--- src/rtl/jk_reg_pkg.sv ---
// Shared mode encoding and the JK next-state rule for the JK register bank.
// Latency: none; the package holds only types, constants and a pure function.
// Backpressure: none; nothing in the package has a handshake.
package jk_reg_pkg;

    typedef logic [1:0] mode_t;

    localparam mode_t MODE_JK    = 2'b00;
    localparam mode_t MODE_LOAD  = 2'b01;
    localparam mode_t MODE_COUNT = 2'b10;
    localparam mode_t MODE_SHIFT = 2'b11;

    // Classic JK rule: 00 hold, 01 clear, 10 set, 11 toggle.
    function automatic logic jk_next(input logic q, input logic j, input logic k);
        logic nq;
        case ({j, k})
            2'b00:   nq = q;
            2'b01:   nq = 1'b0;
            2'b10:   nq = 1'b1;
            2'b11:   nq = ~q;
            default: nq = q;
        endcase
        return nq;
    endfunction

endpackage

--- src/rtl/jk_cell.sv ---
// Single JK flip-flop bit with enable, async active-high reset and a configurable reset value.
// Latency: one clk edge from j/k/en to q; reset acts immediately.
// Backpressure: none; en=0 simply holds the bit.
module jk_cell
    import jk_reg_pkg::*;
#(
    parameter logic RST_VAL = 1'b0
) (
    input  logic clk,
    input  logic rst,
    input  logic en,
    input  logic j,
    input  logic k,
    output logic q
);

    // State bit: reset value while rst is high, JK update when enabled.
    always_ff @(posedge clk or posedge rst) begin
        if (rst) begin
            q <= RST_VAL;
        end else if (en) begin
            q <= jk_next(q, j, k);
        end
    end

endmodule

--- src/rtl/jk_register_bank.sv ---
// WIDTH-bit JK register bank with JK, parallel-load, up-count and shift-left modes.
// Latency: one clk edge from inputs to q; qbar and tc are combinational from state.
// Backpressure: none; en=0 holds every bit. Optional tc output enabled by JK_REG_TC_EN.
module jk_register_bank
    import jk_reg_pkg::*;
#(
    parameter int                 WIDTH   = 8,
    parameter logic [WIDTH-1:0]   RST_VAL = '0
) (
    input  logic             clk,
    input  logic             rst,
    input  logic             en,
    input  logic [1:0]       mode,
    input  logic [WIDTH-1:0] j,
    input  logic [WIDTH-1:0] k,
    input  logic [WIDTH-1:0] d,
    input  logic             sin,
    output logic [WIDTH-1:0] q,
    output logic [WIDTH-1:0] qbar
`ifdef JK_REG_TC_EN
    ,
    output logic             tc
`endif
);

    logic [WIDTH-1:0] j_eff;
    logic [WIDTH-1:0] k_eff;
    logic [WIDTH-1:0] carry;
    logic [WIDTH-1:0] shift_src;

    // Ripple carry for counting: a bit toggles when every lower bit is one.
    always_comb begin
        carry[0] = 1'b1;
        for (int i = 1; i < WIDTH; i++) begin
            carry[i] = carry[i-1] & q[i-1];
        end
    end

    assign shift_src = {q[WIDTH-2:0], sin};

    // Map the mode onto per-bit J/K; only the inputs of the active mode are read,
    // so X on an unused input never reaches the cells. Unknown mode holds.
    always_comb begin
        j_eff = '0;
        k_eff = '0;
        case (mode)
            MODE_JK: begin
                j_eff = j;
                k_eff = k;
            end
            MODE_LOAD: begin
                j_eff = d;
                k_eff = ~d;
            end
            MODE_COUNT: begin
                j_eff = carry;
                k_eff = carry;
            end
            MODE_SHIFT: begin
                j_eff = shift_src;
                k_eff = ~shift_src;
            end
            default: begin
                j_eff = '0;
                k_eff = '0;
            end
        endcase
    end

    for (genvar g = 0; g < WIDTH; g++) begin : g_cell
        jk_cell #(
            .RST_VAL (RST_VAL[g])
        ) u_cell (
            .clk (clk),
            .rst (rst),
            .en  (en),
            .j   (j_eff[g]),
            .k   (k_eff[g]),
            .q   (q[g])
        );
    end

    assign qbar = ~q;

`ifdef JK_REG_TC_EN
    // Terminal count flags the edge that wraps all-ones to zero, for cascading.
    assign tc = en & (mode == MODE_COUNT) & (&q);
`endif

endmodule

--- config.mk ---
export PLATFORM = sky130hd
export DESIGN_NAME = jk_register_bank
export DESIGN_NICKNAME = d
export VERILOG_FILES = /design/src/rtl/jk_reg_pkg.sv /design/src/rtl/jk_cell.sv /design/src/rtl/jk_register_bank.sv
export SDC_FILE = /design/constraint.sdc
export NUM_CORES = 1
export LEC_CHECK = 0
export BUFFER_PORTS_ARGS = -buffer_cell sky130_fd_sc_hd__buf_4
export CORE_MARGIN = 5
export CORE_UTILIZATION = 40
export CTS_CLUSTER_DIAMETER = 60
export CTS_CLUSTER_SIZE = 24
export DETAILED_ROUTE_END_ITERATION = 12
export PLACE_DENSITY_LB_ADDON = 0.08
export SLEW_MARGIN = 15
export SYNTH_ARGS = -nofsm -noshare
export SYNTH_HDL_FRONTEND = slang
export SYNTH_SLANG_ARGS = --single-unit
export TNS_END_PERCENT = 20
--- constraint.sdc ---
create_clock -name clk -period 1.3 [get_ports clk]
set_input_delay 0.26 -clock clk [delete_from_list [all_inputs] [get_ports clk]]
set_output_delay 0.26 -clock clk [all_outputs]
set_load 0.03 [all_outputs]
==> flow_metrics.py, run 1 <==
metrics = {
    "global_routing": {
        "grt_use_total_pct": 17.25,
        "grt_use_met1_pct": 19.51,
        "grt.overflow.total": 0,
        "grt_use_met2_pct": 30.03,
        "antenna_found_initial": 0,
        "grt_pass1_wl_mm": 4.429,
        "grt_pass1_vias": 1034,
        "gr-max-usage-layer": "met2",
        "met3_usage_pct": 5.747,
        "grt_max_degree": 17,
    },
    "die": {
        "die_h_um": 56.83,
        "fp.dieW_um": 56.83,
        "fp-row-count": 17,
        "ios": 46,
        "initial_core_util_pct": 40.83,
        "core_area_um2": 2148,
        "dieArea_um2": 3229,
    },
    "layout": {
        "num_antenna_cells": 0,
        "top_register": "g_cell.u_cell.q",
        "nFillCells": 217,
        "layout-drive-gt1-share_pct": 45.91,
        "fin_nets": 191,
        "top_regs": "g_cell.u_cell.q (8)",
        "largest_reg_flops": 8,
        "area_delta_synth_final_pct": 48.79,
    },
    "synthesis": {
        "synth_cell_types": 43,
        "synth_edf_count": 0,
        "syn-mean-instance-area_um2": 7.561,
        "yosysSeqAreaShare_pct": 22.82,
        "netlist_instances": 116,
        "async_flop_share_pct": 100.0,
        "ys.flop_type": "dfrtp_1",
        "yosysWarnings": 0,
        "ys_seq_elements": 8,
        "syn_area_um2": 877.1,
        "syn-num-nets": 146,
    },
    "critical_path": {
        "r2r_slack_ns": 0.06,
        "worstReg2RegEnd": "g_cell[4].u_cell.q$_DFFE_PP0P_",
        "required_ns": 1.04,
        "r2r-start": "g_cell[2].u_cell.q$_DFFE_PP0P_",
        "r2r_cells": 4,
        "start_kind": "flip-flop",
        "worstPathMaxFanout": 6,
        "arrival_ns": 1.02,
        "criticalPathCategory": "flip-flop to primary output",
        "startpoint": "g_cell[1].u_cell.q$_DFFE_PP0P_",
        "endpoint": "qbar[1]",
        "endpoint_kind": "primary output",
    },
    "sta": {
        "hold_viol": 0,
        "post-route-period-util_pct": 98.35,
        "final.setup_skew_ns": 0.002627,
        "drv_slew": 0,
        "fin_crit_ns": 1.279,
        "holdWs_ns": 0.3110,
        "worst_pin_slew_ns": 0.3693,
        "relSlewSlack_pct": 75.35,
        "max_freq_mhz": 782.1,
        "setup-violations-final": 0,
        "tns_ns": 0,
        "rsz0062_at_grt": "true",
    },
    "clock_network": {
        "cts_tree": "built",
        "cts.sink_count": 8,
        "clk_path_buf_depth": 2,
        "cts-root-buf": "clkbuf_4",
        "insertion_delay_ns": 0.27,
        "cts_buffers": 3,
        "cts_max_level": 1,
        "postCtsSetupRepairBufs": 0,
        "clkTransAtPathRegs_ns": 0.06,
    },
    "power_and_ir_drop": {
        "powerDensity_nw_per_um2": 1610,
        "peakVddDrop_uv": 972.1,
        "power_leakage_nw": 0.6215,
        "finalPower_mw": 2.101,
    },
    "drt": {
        "drtIter0Drc": 14,
        "routedWlPerCell_um": 14.37,
        "vias_per_cell": 5.385,
        "post-route-drc-count": 0,
        "vias": 1007,
        "routed_wl_mm": 2.688,
        "drtPass1Iterations": 4,
        "drtAntennaViolNets": 0,
    },
    "placement": {
        "dpl.hpwl_mm": 2.022,
        "gp_congestion": 0.7919,
        "portBuffers": 45,
    },
    "status": {
        "status": "finished clean",
    },
    "hold_path": {
        "hold_path.class": "input pin to flip-flop",
    },
    "run": {
        "drv_cap": 0,
    },
}
-- metrics by stage --
stage          cells  instance area, µm²  utilization (%)  setup WS (ns)
2_1_floorplan    116               877.1                -        0.01843
4_1_cts          187                1257            58.53      0.0009709
6_report         187                1305            60.75        0.02139
3_3_place_gp     183                1212            56.44        0.01105
5_1_grt          187                1305            60.75       -0.02808
3_5_place_dp     183                1212            56.44       -0.01648
-- per-layer routing --
metal,part of all wire [%],vias to the layer above,routed length (µm)
li1,-,505,-
met1,41,466,1111
met2,51,29,1369
met3,6.0,7,162
met4,1.6,0,44
met5,0,-,0
-- cells by family after synthesis --
group,Yosys count,synth area share (%)
buffers and inverters,30,19.26
flip-flops,8,22.82
AO/OA/AOI/OAI,49,38.38
multiplexers,3,3.851
XOR/XNOR,1,0.9988
AND/OR/NAND/NOR,25,14.69
-- final cells by class --
class	count	area (µm²)	share of cell area, %
Clock buffer	3	22.52	1.726
Inverter	13	53.80	4.123
Multi-Input combinational cell	78	533.0	40.84
Timing Repair Buffer	57	460.4	35.28
Sequential cell	8	200.2	15.34
Tap cell	28	35.03	2.685
-- what timing repair did --
action | 4_1_cts | 5_1_grt
hold buffers | 1 | 0
setup endpoints to repair | 4 | 11
gates resized for setup | 6 | 14
hold endpoints to repair | 8 | 0
pin swaps | 0 | 3
-- power by group --
part           leakage, nW  internal, mW  switching, mW  total [mW]
clock network       0.0138         0.107          0.107       0.215
registers           0.0931         0.340         0.0829       0.423
logic                0.515         0.648          0.816        1.46
-- synth_stat cells, types with 2 or more instances --
cell type  instances  share of area, %
o21ai_0            6               3.4
clkbuf_1           3               1.3
nand2_1            4               1.7
nor2b_1            2               1.4
a21oi_1           14               8.0
nor2_1             5               2.1
nand3_1            3               1.7
inv_1             11               4.7
o22ai_1            3               2.1
o2111a_1           2               2.6
inv_2              2              0.86
a211oi_1           4               3.4
and3_1             5               3.6
buf_2              3               1.7
buf_4              9               7.7
a31oi_1            2               1.4
mux2i_1            2               2.3
dfrtp_1            8                23
o21ai_1            4               2.3
-- how the worst min path moves through the flow --
stage | from | to | slack (ns) | cells past startpoint
floorplan | rst | g_cell[0].u_cell.q$_DFFE_PP0P_ | 0.08 | 1
global placement | rst | g_cell[7].u_cell.q$_DFFE_PP0P_ | 0.26 | 2
detailed placement | rst | g_cell[7].u_cell.q$_DFFE_PP0P_ | 0.27 | 2
CTS | j[0] | g_cell[0].u_cell.q$_DFFE_PP0P_ | 0.31 | 3
global route | j[0] | g_cell[0].u_cell.q$_DFFE_PP0P_ | 0.34 | 3
finish | j[1] | g_cell[1].u_cell.q$_DFFE_PP0P_ | 0.31 | 3
-- layout by cell type, fill, tap and decap left out, types with 2 or more instances in the layout --
cell type  count
a211oi_1       3
nor2_1         5
inv_4          2
a21oi_1       13
o21ai_0        6
dfrtp_1        8
inv_1          8
clkbuf_4       3
nand2_1        4
inv_2          3
mux2i_1        2
a221oi_2       2
and3_1         4
nand3_1        3
o2111a_1       2
o22ai_1        3
nor2b_2        2
o21ai_1        4
a31oi_1        2
buf_4         48
buf_6          8
-- worst max-delay path, cell delays in order (launching register included) --
cell	delay, ns
dfrtp_1	0.38
buf_4	0.16
inv_1	0.08
buf_6	0.13
Power figures use the tool's default switching activity.
==> inputs of run 2 (changes only) <==
Settings changed: CORE_UTILIZATION 40 to 48.
Clock period 1.3 ns to 1.54 ns, I/O delays scaled along.
==> run 2 against run 1 <==
Compared with the run above:
- final cell count fell by 5.9%
- setup slack improved by 0.15 ns
- clock skew rose by 0.011 ns
- largest power group unchanged
- hold slack got worse by 0.30 ns
- global-route usage rose by 1.8 points
- critical path depth did not move
- utilization rose by 7.5 points
- via count fell by 1.7%
- clock-buffer cell count did not move
- sequential power fell by 12%
==> flow_metrics.py, run 2 (synthesis results as in run 1) <==
metrics = {
    "critical_path": {
        "r2r-start": "g_cell[1].u_cell.q$_DFFE_PP0P_",
        "start_kind": "flip-flop",
        "slowest_stage": "dfrtp_1",
        "criticalPathCategory": "flip-flop to primary output",
        "endpoint_kind": "primary output",
        "required_ns": 1.23,
        "arrival_ns": 1.06,
        "max_stage_delay_ns": 0.37,
        "startpoint": "g_cell[0].u_cell.q$_DFFE_PP0P_",
        "crit_top_cell": "buf_4",
        "worstPathMaxFanout": 5,
        "r2r_cells": 4,
        "cp_cell_sequence": "buf_4 -> inv_1 -> buf_4",
        "r2r_slack_ns": 0.23,
        "worstReg2RegEnd": "g_cell[4].u_cell.q$_DFFE_PP0P_",
    },
    "drt": {
        "vias": 990,
        "routed_wl_mm": 2.545,
        "routedWlPerCell_um": 14.46,
        "post-route-drc-count": 0,
        "drtAntennaViolNets": 0,
        "drtPass1Iterations": 4,
        "vias_per_cell": 5.625,
        "drtIter0Drc": 28,
    },
    "sta": {
        "fin_crit_ns": 1.365,
        "post-route-period-util_pct": 88.61,
        "final.setup_skew_ns": 0.01330,
        "rsz0062_at_grt": "false",
        "max_freq_mhz": 732.8,
        "drv_slew": 0,
        "setup-violations-final": 0,
        "hold_viol": 0,
        "tns_ns": 0,
        "worst_pin_slew_ns": 0.3581,
        "holdWs_ns": 0.007169,
        "relSlewSlack_pct": 76.10,
    },
    "power_and_ir_drop": {
        "peakVddDrop_uv": 834.8,
        "seqPwrFrac_pct": 23.2,
        "clkPwrFrac_pct": 10.8,
        "switching_share_pct": 49.65,
        "p_comb_share_pct": 66.0,
        "powerDensity_nw_per_um2": 1361,
        "power_leakage_nw": 0.5719,
        "p_int_uw": 807.3,
        "p_sw_uw": 796.2,
    },
    "layout": {
        "top_register": "g_cell.u_cell.q",
        "top_regs": "g_cell.u_cell.q (8)",
        "num_antenna_cells": 0,
        "layout_common_cells": "buf_4 (49), a21oi_1 (14), inv_1 (11)",
        "nFillCells": 161,
        "largest_reg_flops": 8,
        "seqCellArea_um2": 200.2,
        "area_delta_synth_final_pct": 34.38,
        "final_common_cell": "buf_4",
        "multiInputGateArea_um2": 508.0,
        "layout-drive-gt1-share_pct": 37.75,
        "fin_nets": 183,
    },
    "clock_network": {
        "cts.repair.resized": 0,
        "cts.sink_count": 8,
        "cts_buffers": 3,
        "cts-root-buf": "clkbuf_4",
        "cts_tree": "built",
        "clk_path_buf_depth": 2,
        "insertion_delay_ns": 0.26,
        "cts_max_level": 1,
        "postCtsSetupRepairBufs": 0,
        "cts_hold_buf": 0,
        "clkTransAtPathRegs_ns": 0.07,
    },
    "global_routing": {
        "grt_max_degree": 31,
        "grt_use_total_pct": 19.05,
        "grt.overflow.total": 0,
        "antenna_found_initial": 0,
        "grt_pass1_wl_mm": 3.877,
        "grt_pass1_vias": 874,
    },
    "hold_path": {
        "hold_path.class": "input pin to async pin",
    },
    "die": {
        "core_area_um2": 1727,
        "fp-row-count": 15,
        "fp.dieW_um": 52.75,
        "ios": 46,
        "dieArea_um2": 2782,
        "die_h_um": 52.75,
        "initial_core_util_pct": 50.80,
    },
    "placement": {
        "gp_congestion": 0.8245,
        "portBuffers": 45,
        "dpl.hpwl_mm": 1.923,
    },
    "run": {
        "drv_cap": 0,
    },
    "status": {
        "status": "finished clean",
    },
}
run 2: changes by cell type in the layout (fill, tap and decap cells not counted), sizes merged:
cell / change
buf: -7
dlygate4sd3: -1
run 2: worst max path at each step:
stage / endpoint / slack (ns) / depth (start not counted)
6_report: qbar[0] / 0.18 / 3
5_1_grt: g_cell[1].u_cell.q$_DFFE_PP0P_ / 0.13 / 5
4_1_cts: qbar[0] / 0.17 / 3
2_1_floorplan: g_cell[4].u_cell.q$_DFFE_PP0P_ / 0.26 / 5
3_5_place_dp: g_cell[5].u_cell.q$_DFFE_PP0P_ / 0.11 / 5
3_3_place_gp: g_cell[5].u_cell.q$_DFFE_PP0P_ / 0.12 / 5
run 2: critical path: cells and delay by family, from the launching register on:
| family | cells | cell delay (ns) |
|---|---|---|
| buffers and inverters | 3 | 0.44 |
| flip-flops | 1 | 0.37 |
run 2: metal layers:
| layer | GRT usage [%] | share of wire, % |
|---|---|---|
| met1 | 22.92 | 45 |
| met4 | 6.383 | 1.1 |
| met3 | 3.989 | 6.6 |
| met5 | 0 | 0 |
| met2 | 33.06 | 47 |
run 2: power by group through the flow:
stage	sequential, mW	combinational [mW]	clock (mW)
finish	0.372	1.06	0.173
global route	0.381	1.12	0.190
CTS	0.369	1.06	0.180
detailed placement	0.373	1.06	0
global placement	0.374	1.05	0
floorplan	0.381	0.750	0
run 2: layout make-up:
type	count	share of cell area [%]
multi-input cells	78	43.10
repair buffers	49	31.21
flip-flops and latches	8	16.99
inverters	13	4.140
well taps	25	2.654
clock buffers	3	1.911
run 2: metrics by stage:
step	instances	area, µm²	utilization, %	setup slack, ns	power (mW)
finish	176	1179	68.26	0.1754	1.604
global placement	173	1156	66.96	0.1234	1.422
global route	176	1179	68.26	0.1252	1.692
floorplan	116	877.1	-	0.2584	1.131
CTS	176	1179	68.26	0.1725	1.612
detailed placement	173	1156	66.96	0.1084	1.433
==> inputs of run 3 (changes only) <==
Settings changed: CTS_BUF_LIST from default to sky130_fd_sc_hd__clkbuf_8 sky130_fd_sc_hd__clkbuf_16.
==> run 3 against run 2 <==
Compared with the run above:
- clock power is 55% higher
- clock skew down 0.012 ns
- power grew 6.2%
- non-clock buffer count unchanged
- hold slack improved by 0.037 ns
- sequential power is essentially flat
- critical path type unchanged
- largest cell class unchanged
==> flow_metrics.py, run 3 (synthesis results as in run 1) <==
metrics = {
    "global_routing": {
        "grt_use_met2_pct": 33.26,
        "grt_pass1_vias": 878,
        "grt_pass1_wl_mm": 3.926,
        "gr-max-usage-layer": "met2",
        "grt_use_total_pct": 19.05,
        "antenna_found_initial": 0,
        "met3_usage_pct": 3.989,
        "grt_max_degree": 31,
        "grt_use_met1_pct": 23.77,
        "grt.overflow.total": 0,
    },
    "clock_network": {
        "cts_hold_buf": 0,
        "postCtsSetupRepairBufs": 0,
        "cts_buffers": 3,
        "cts.repair.resized": 0,
        "cts_tree": "built",
        "cts.sink_count": 8,
        "insertion_delay_ns": 0.23,
        "clk_path_buf_depth": 2,
        "clkTransAtPathRegs_ns": 0.05,
        "cts-root-buf": "clkbuf_8",
        "cts_max_level": 1,
    },
    "power_and_ir_drop": {
        "clkPwrFrac_pct": 15.7,
        "p_sw_uw": 813.0,
        "switching_share_pct": 47.76,
        "seqPwrFrac_pct": 21.8,
        "peakVddDrop_uv": 840.3,
        "finalPower_mw": 1.702,
        "powerDensity_nw_per_um2": 1422,
        "p_int_uw": 889.2,
        "power_leakage_nw": 0.5796,
        "p_comb_share_pct": 62.4,
    },
    "layout": {
        "layout_common_cells": "buf_4 (49), a21oi_1 (14), inv_1 (11)",
        "num_antenna_cells": 0,
        "layout-drive-gt1-share_pct": 37.75,
        "fin_nets": 183,
        "largest_reg_flops": 8,
        "fin_cells": 176,
        "design_area_um2": 1197,
        "top_regs": "g_cell.u_cell.q (8)",
        "final_common_cell": "buf_4",
        "area_delta_synth_final_pct": 36.52,
        "top_register": "g_cell.u_cell.q",
    },
    "die": {
        "die_h_um": 52.75,
        "fp.dieW_um": 52.75,
        "fp-row-count": 15,
        "initial_core_util_pct": 50.80,
        "ios": 46,
        "core_area_um2": 1727,
        "dieArea_um2": 2782,
    },
    "hold_path": {
        "hold_path.class": "input pin to async pin",
    },
    "critical_path": {
        "start_kind": "flip-flop",
        "worstPathMaxFanout": 5,
        "crit_top_cell": "buf_4",
        "endpoint_kind": "primary output",
        "arrival_ns": 1.03,
        "cp_cell_sequence": "buf_4 -> inv_1 -> buf_4",
        "slowest_stage": "dfrtp_1",
        "criticalPathCategory": "flip-flop to primary output",
        "max_stage_delay_ns": 0.36,
        "required_ns": 1.23,
    },
    "drt": {
        "drtPass1Iterations": 5,
        "vias": 990,
        "drtAntennaViolNets": 0,
        "routedWlPerCell_um": 14.84,
        "vias_per_cell": 5.625,
        "routed_wl_mm": 2.611,
        "drtIter0Drc": 35,
        "post-route-drc-count": 0,
    },
    "placement": {
        "gp_congestion": 0.8245,
        "dpl.cell_count": 173,
        "place_area_um2": 1156,
        "portBuffers": 45,
        "dpl.hpwl_mm": 1.923,
        "place_ws_ns": 0.1084,
    },
    "sta": {
        "fin_crit_ns": 1.341,
        "post-route-period-util_pct": 87.08,
        "tns_ns": 0,
        "worst_pin_slew_ns": 0.3547,
        "drv_slew": 0,
        "max_freq_mhz": 745.7,
        "setup_slack_ns": 0.1990,
        "rsz0062_at_grt": "false",
        "hold_viol": 0,
        "final.setup_skew_ns": 0.001647,
        "setup-violations-final": 0,
        "relSlewSlack_pct": 76.33,
    },
    "run": {
        "drv_cap": 0,
    },
    "status": {
        "status": "finished clean",
    },
}
## run 3: worst max-delay path: cells and delay by family (launching register included)
kind     cells  cell delay [ns]
flops        1             0.36
buf+inv      3             0.44
## run 3: power by group through the flow
stage	Sequential, mW	Clock, mW	Combinational, mW
after CTS	0.370	0.270	1.06
final	0.372	0.268	1.06
after detailed placement	0.373	0	1.06
after global routing	0.382	0.276	1.12
after global placement	0.374	0	1.05
after floorplan	0.381	0	0.750
## run 3: layout make-up
type,instances,area (µm²)
sequential,8,200.2
tap,25,31.28
multi-input combinational,78,508.0
clock buffer,3,41.29
fill,157,529.3
inverter,13,48.80
timing repair buffer,49,367.9
## run 3: through the flow
step / utilization (%) / hold slack [ns]
2_1_floorplan: - / 0.1237
3_3_place_gp: 66.96 / 0.2971
3_5_place_dp: 66.96 / 0.3010
4_1_cts: 69.35 / 0.05616
5_1_grt: 69.35 / 0.07882
6_report: 69.35 / 0.04435
## run 3: path summary, 6_finish.rpt
check                                               start                              to  slack [ns]  cells past startpoint
max in group asynchronous                             rst  g_cell[1].u_cell.q$_DFFE_PP0P_        1.24                      2
setup reg to reg           g_cell[1].u_cell.q$_DFFE_PP0P_  g_cell[1].u_cell.q$_DFFE_PP0P_        0.21                      5
hold reg to reg            g_cell[6].u_cell.q$_DFFE_PP0P_  g_cell[6].u_cell.q$_DFFE_PP0P_        0.56                      1
setup / recovery           g_cell[0].u_cell.q$_DFFE_PP0P_                         qbar[0]        0.20                      3
hold / removal                                        rst  g_cell[5].u_cell.q$_DFFE_PP0P_        0.04                      2
min in group clk                                     j[1]  g_cell[1].u_cell.q$_DFFE_PP0P_        0.38                      3
## run 3: routing by layer
layer	routed length [µm]	vias up
met1	1149	451
met3	190	2
met4	13	0
met5	0	-
li1	-	492
met2	1258	45
